<file path="config.mk">
export PLATFORM = sky130hd
export DESIGN_NAME = nibble_serial_adder_ctrl
export DESIGN_NICKNAME = d
export VERILOG_FILES = /design/src/rtl/nibble_serial_adder_ctrl_pkg.sv /design/src/rtl/carry_look_ahead_adder_cin_cout_4.sv /design/src/rtl/nibble_serial_adder_ctrl.sv
export SDC_FILE = /design/constraint.sdc
export NUM_CORES = 1
export LEC_CHECK = 0
export CAP_MARGIN = 25
export CELL_PAD_IN_SITES_DETAIL_PLACEMENT = 0
export CELL_PAD_IN_SITES_GLOBAL_PLACEMENT = 1
export CORE_MARGIN = 3
export CORE_UTILIZATION = 25
export DETAILED_ROUTE_END_ITERATION = 8
export GPL_ROUTABILITY_DRIVEN = 0
export HOLD_SLACK_MARGIN = 0.06
export MAX_ROUTING_LAYER = met4
export PLACE_DENSITY = 0.58
export SYNTH_ARGS = -nofsm -noshare
export SYNTH_HDL_FRONTEND = slang
export SYNTH_HIERARCHICAL = 1
export SYNTH_SLANG_ARGS = --single-unit
</file>
<file path="constraint.sdc">
create_clock -name clk -period 3.91 [get_ports clk]
set_clock_uncertainty 0.15 [all_clocks]
set_input_delay 0.782 -clock clk [delete_from_list [all_inputs] [get_ports clk]]
set_output_delay 0.782 -clock clk [all_outputs]
set_load 0.01 [all_outputs]
</file>
<file path="src/rtl/nibble_serial_adder_ctrl_pkg.sv">
// Shared definitions for the nibble-serial add/subtract sequencer.
package nibble_serial_adder_ctrl_pkg;

    localparam int unsigned NIBBLE = 4;

    typedef enum logic [1:0] {
        ST_IDLE = 2'd0,
        ST_RUN  = 2'd1,
        ST_DONE = 2'd2
    } state_e;

    // Width of the nibble step index; never narrower than one bit.
    function automatic int unsigned idx_width(input int unsigned width);
        int unsigned steps;
        steps = width / NIBBLE;
        return (steps <= 2) ? 1 : $clog2(steps);
    endfunction

endpackage

</file>
<file path="src/rtl/carry_look_ahead_adder_cin_cout_4.sv">
// 4-bit carry-look-ahead adder with carry in and carry out.
module carry_look_ahead_adder_cin_cout_4 (
    input  logic [3:0] a,
    input  logic [3:0] b,
    input  logic       cin,
    output logic [3:0] sum,
    output logic       cout
);

    logic [3:0] g;
    logic [3:0] p;
    logic [4:0] c;

    // Generate/propagate terms and fully expanded look-ahead carries.
    always_comb begin
        g    = a & b;
        p    = a ^ b;
        c[0] = cin;
        c[1] = g[0] | (p[0] & c[0]);
        c[2] = g[1] | (p[1] & g[0]) | (p[1] & p[0] & c[0]);
        c[3] = g[2] | (p[2] & g[1]) | (p[2] & p[1] & g[0]) | (p[2] & p[1] & p[0] & c[0]);
        c[4] = g[3] | (p[3] & g[2]) | (p[3] & p[2] & g[1]) | (p[3] & p[2] & p[1] & g[0])
             | (p[3] & p[2] & p[1] & p[0] & c[0]);
        sum  = p ^ c[3:0];
        cout = c[4];
    end

endmodule

</file>
<file path="src/rtl/nibble_serial_adder_ctrl.sv">
// Multi-cycle WIDTH-bit add/subtract built from one shared 4-bit CLA,
// one nibble per clock, LSB nibble first.
module nibble_serial_adder_ctrl
    import nibble_serial_adder_ctrl_pkg::*;
#(
    parameter int unsigned WIDTH = 16
) (
    input  logic             clk,
    input  logic             rst_n,
    input  logic             start,
    input  logic             sub,
    input  logic [WIDTH-1:0] a,
    input  logic [WIDTH-1:0] b,
    input  logic             cin,
    output logic             busy,
    output logic             done,
    output logic [WIDTH-1:0] sum,
    output logic             cout,
    output logic             overflow
);

    localparam int unsigned N  = WIDTH / NIBBLE;
    localparam int unsigned IW = idx_width(WIDTH);

    if ((WIDTH % NIBBLE) != 0 || WIDTH < NIBBLE) begin : g_bad_width
        $error("nibble_serial_adder_ctrl: WIDTH must be a non-zero multiple of 4");
    end

    state_e           state_q, state_d;
    logic [WIDTH-1:0] a_q, a_d;
    logic [WIDTH-1:0] b_q, b_d;
    logic             carry_q, carry_d;
    logic [IW-1:0]    idx_q, idx_d;
    logic [WIDTH-1:0] sum_q, sum_d;
    logic             cout_q, cout_d;
    logic             ovf_q, ovf_d;
    logic             busy_q, busy_d;
    logic             done_q, done_d;

    logic [3:0]       a_nib;
    logic [3:0]       b_nib;
    logic [3:0]       add_sum;
    logic             add_cout;
    logic             last_step;

    // Nibble select for the current step; b_q already holds B or ~B.
    always_comb begin
        a_nib     = a_q[int'(idx_q) * NIBBLE +: NIBBLE];
        b_nib     = b_q[int'(idx_q) * NIBBLE +: NIBBLE];
        last_step = (idx_q == IW'(N - 1));
    end

    carry_look_ahead_adder_cin_cout_4 u_cla (
        .a    (a_nib),
        .b    (b_nib),
        .cin  (carry_q),
        .sum  (add_sum),
        .cout (add_cout)
    );

    // Next-state, operand latch, nibble write-back and registered status decode.
    always_comb begin
        state_d = state_q;
        a_d     = a_q;
        b_d     = b_q;
        carry_d = carry_q;
        idx_d   = idx_q;
        sum_d   = sum_q;
        cout_d  = cout_q;
        ovf_d   = ovf_q;
        unique case (state_q)
            ST_IDLE, ST_DONE: begin
                if (start) begin
                    a_d     = a;
                    b_d     = sub ? ~b : b;
                    carry_d = sub | cin;
                    idx_d   = '0;
                    state_d = ST_RUN;
                end else if (state_q == ST_DONE) begin
                    state_d = ST_IDLE;
                end
            end
            ST_RUN: begin
                sum_d[int'(idx_q) * NIBBLE +: NIBBLE] = add_sum;
                carry_d = add_cout;
                idx_d   = idx_q + IW'(1);
                if (last_step) begin
                    cout_d  = add_cout;
                    ovf_d   = (a_q[WIDTH-1] == b_q[WIDTH-1]) && (add_sum[3] != a_q[WIDTH-1]);
                    state_d = ST_DONE;
                end
            end
            default: state_d = ST_IDLE;
        endcase
        busy_d = (state_d == ST_RUN);
        done_d = (state_d == ST_DONE);
    end

    // State and datapath registers.
    always_ff @(posedge clk or negedge rst_n) begin
        if (!rst_n) begin
            state_q <= ST_IDLE;
            a_q     <= '0;
            b_q     <= '0;
            carry_q <= 1'b0;
            idx_q   <= '0;
            sum_q   <= '0;
            cout_q  <= 1'b0;
            ovf_q   <= 1'b0;
            busy_q  <= 1'b0;
            done_q  <= 1'b0;
        end else begin
            state_q <= state_d;
            a_q     <= a_d;
            b_q     <= b_d;
            carry_q <= carry_d;
            idx_q   <= idx_d;
            sum_q   <= sum_d;
            cout_q  <= cout_d;
            ovf_q   <= ovf_d;
            busy_q  <= busy_d;
            done_q  <= done_d;
        end
    end

    assign busy     = busy_q;
    assign done     = done_q;
    assign sum      = sum_q;
    assign cout     = cout_q;
    assign overflow = ovf_q;

endmodule

</file>
==> flow_summary_export.csv <==
group,metric,value,unit
status,run_status,"completed",
global_route,global_route.usage.total,0.106,
synthesis,synth.yosys.seq_area_share,0.508,
worst_setup_path,max_fo_critical_path,11,
synthesis,cell_taking_the_most_area_after_synthesis,"dfrtp_1",
timing,finalMaxSlewViolations,0,
timing,post-route-period-util,0.751,
synthesis,synth_cell_types,30,
finish,fill_cells,1137,
route,drt_iter0_markers,45,
synthesis,synth_ff_type,"dfrtp_1",
power,pwr_density_cell,867,nW/µm²
cts,clock_sinks,57,
cts,cts.clk_slew.worst_paths,70,ps
timing,final-setup-viol-count,0,
floorplanning,fp.dieH,112,µm
finish,flip_flop_and_latch_area,1430,µm²
global_route,largest_net_degree_at_the_start_of_global_routing,54,
worst_setup_path,critPathLaunch,"idx_q[0]$_DFFE_PN0P_",
route,drtAntennaViolNets,0,
worst_setup_path,r2r.worst_path.cells,7,
timing,setup_tns,0,ps
worst_setup_path,critical_path.top_delay_family,"flip-flops",
finish,share_of_post_route_cells_with_drive_strength_above_1,0.156,
cts,cts_made_buffers,9,
synthesis,ys_ff_latch,57,
worst_setup_path,cp_data_required_time,4000,ps
worst_setup_path,crit_path_end_kind,"flop",
power,static-leakage-power,1.60,nW
route,wl_per_cell,13.6,µm
worst_setup_path,startpoint_type,"flop",
cts,cts-root-buf,"clkbuf_8",
synthesis,yosys-top-cells-area,"dfrtp_1 (51%), mux2_4 (7.5%), mux4_2 (6.4%)",
cts,clock_latency,340,ps
floorplanning,fp-row-count,38,
timing,finalCriticalPeriod,2940,ps
worst_setup_path,timing.setup.critical_path_class,"flop to flop",
cts,clock_path_buffers,2,
worst_setup_path,crit-reg2reg-launch,"idx_q[0]$_DFFE_PN0P_",
finish,nets,336,
synthesis,post_synth.cell_area_avg,12.1,µm²
timing,slew-limit-headroom,0.577,
timing,max_freq,0.340,GHz
route,detail_route.first_pass.iterations,4,
finish,multi_input_comb_area,1250,µm²
synthesis,asyncSetResetFlopFracSynth,1.00,
worst_setup_path,reg2reg_to,"sum[7]$_DFFE_PN0P_",
synthesis,syn_area,2810,µm²
floorplanning,dieArea,12500,µm²
floorplanning,core,10900,µm²
placed_design,buffer_ports.inserted,56,
route,drt_drc_violations_left,0,
cts,post_cts_setup_buffer_count,0,
worst_setup_path,crit_path_cell_trace,"mux4_2 -> ha_1 -> a21o_1 -> a31o_1 -> xor2_1 -> nand2b_1 -> o31ai_1",
cts,htree_num_levels,3,
worst_setup_path,critical_path.slowest_cell,"dfrtp_1",
floorplanning,io-pin-count,57,
global_route,antenna_found_initial,0,
synthesis,synth_enable_flop_cells,0,
timing,max_slew.worst_pin.slew,635,ps
finish,fin_util,0.336,
worst_setup_path,max_stage_delay_on_crit_path,690,ps
synthesis,synth.top_cells.by_count,"dfrtp_1 (57), nand2_1 (39), o21ai_0 (24)",
route,detail_route.wirelength,5940,µm
synthesis,yosysMostFrequentCell,"dfrtp_1",
floorplanning,die_width,112,µm
route,via_count,1823,
worst_setup_path,r2r_setup_slack,970,ps
timing,final_worst_path_setup_slack,973,ps
cts,hold_buffers,0,
cts,cts_tree,"done",
placed_design,hpwlAfterDp,4470,µm
flow_run,max-cap-violations,0,
finish,antenna_cells,0,
synthesis,ys.warnings.count,6,
synthesis,synth_top_area_share,0.508,
worst_setup_path,cp.buffers_inverters,0,
worst_setup_path,worstPathArrival,3020,ps
min_path,min-delay-path-class,"input pin to asynchronous set/reset pin",
finish,synthToLayoutAreaGrowth,30.2,%
synthesis,synthesis.nets,279,
route,vias_per_cell,4.19,
placed_design,post_place_setup_slack,982,ps
global_route,overflow,0,
timing,hold_viol,0,
power,worst_ir_drop_vdd,341,µV
cts,number_of_instances_resized_during_post_cts_repair,0,
global_route,first_global_vias,1947,
synthesis,post_synth_inst_count,233,
global_route,wire_length_of_the_first_global_routing_pass,10000,µm
timing,grt_setup_unrepaired,"false",
floorplanning,starting_density_of_the_core,0.258,
flip-flops by register name, indices dropped and copies added (netlist names):
signal    cells
a_q          16
b_q          16
sum          16
idx_q         2
state_q       2
busy          1
carry_q       1
cout          1
done          1
overflow      1
worst max-delay path by stage:
stage	cells after the start	to	slack [ps]
floorplan	10	overflow$_DFFE_PN0P_	1200
global placement	8	overflow$_DFFE_PN0P_	1020
detailed placement	7	sum[7]$_DFFE_PN0P_	980
CTS	7	sum[7]$_DFFE_PN0P_	900
global route	7	sum[7]$_DFFE_PN0P_	760
finish	7	sum[7]$_DFFE_PN0P_	970
layout make-up:
class	instances	share of cell area
multi-input cells	155	0.343
well taps	140	0.0479
repair buffers	59	0.158
clock buffers	14	0.0500
clock inverters	2	0.00274
inverters	8	0.00821
flip-flops and latches	57	0.390
cell usage in the layout (no fill, tap or decap), types with 4 or more instances in the layout:
master / netlist / layout
clkbuf_8: 0 / 13
clkdlybuf4s50_1: 0 / 55
dfrtp_1: 57 / 57
ha_1: 8 / 8
inv_1: 8 / 8
mux2_4: 14 / 14
mux4_2: 8 / 8
nand2_1: 39 / 39
nand2b_1: 6 / 6
nand3b_1: 4 / 4
o21ai_0: 24 / 24
o31ai_1: 12 / 12
xnor2_1: 18 / 18
cell families (layout without fill, tap and decap cells):
logic type | after synthesis | after routing | synth area share
AND/OR/NAND/NOR | 58 | 58 | 0.0971
XOR/XNOR | 19 | 19 | 0.0593
adder cells (fa/ha/maj) | 9 | 9 | 0.0428
flip-flops | 57 | 57 | 0.508
multiplexers | 25 | 25 | 0.151
AO/OA/AOI/OAI | 44 | 44 | 0.0963
buffers and inverters | 21 | 83 | 0.0455
power by group:
part	switching, mW	internal [mW]
combinational	0.772	0.807
clock	0.230	0.297
sequential	0.207	0.856
per-stage QoR:
stage               power, mW  hold WS (ps)  instance area (µm²)  std cells
floorplan                2.20           295                 2810        233
global placement         2.68           318                 3460        419
detailed placement       2.68           318                 3460        419
CTS                      3.23           297                 3660        435
global route             3.47           319                 3660        435
finish                   3.17           279                 3660        435
routing by layer:
metal | vias up | global-route usage | wire length, µm
met1 | 846 | 0.139 | 2910
li1 | 919 | - | -
met2 | 50 | 0.153 | 2600
met3 | 8 | 0.0348 | 335
met4 | 0 | 0.0385 | 94
met5 | - | - | 0
No activity file was read; power rests on OpenSTA's default activity.
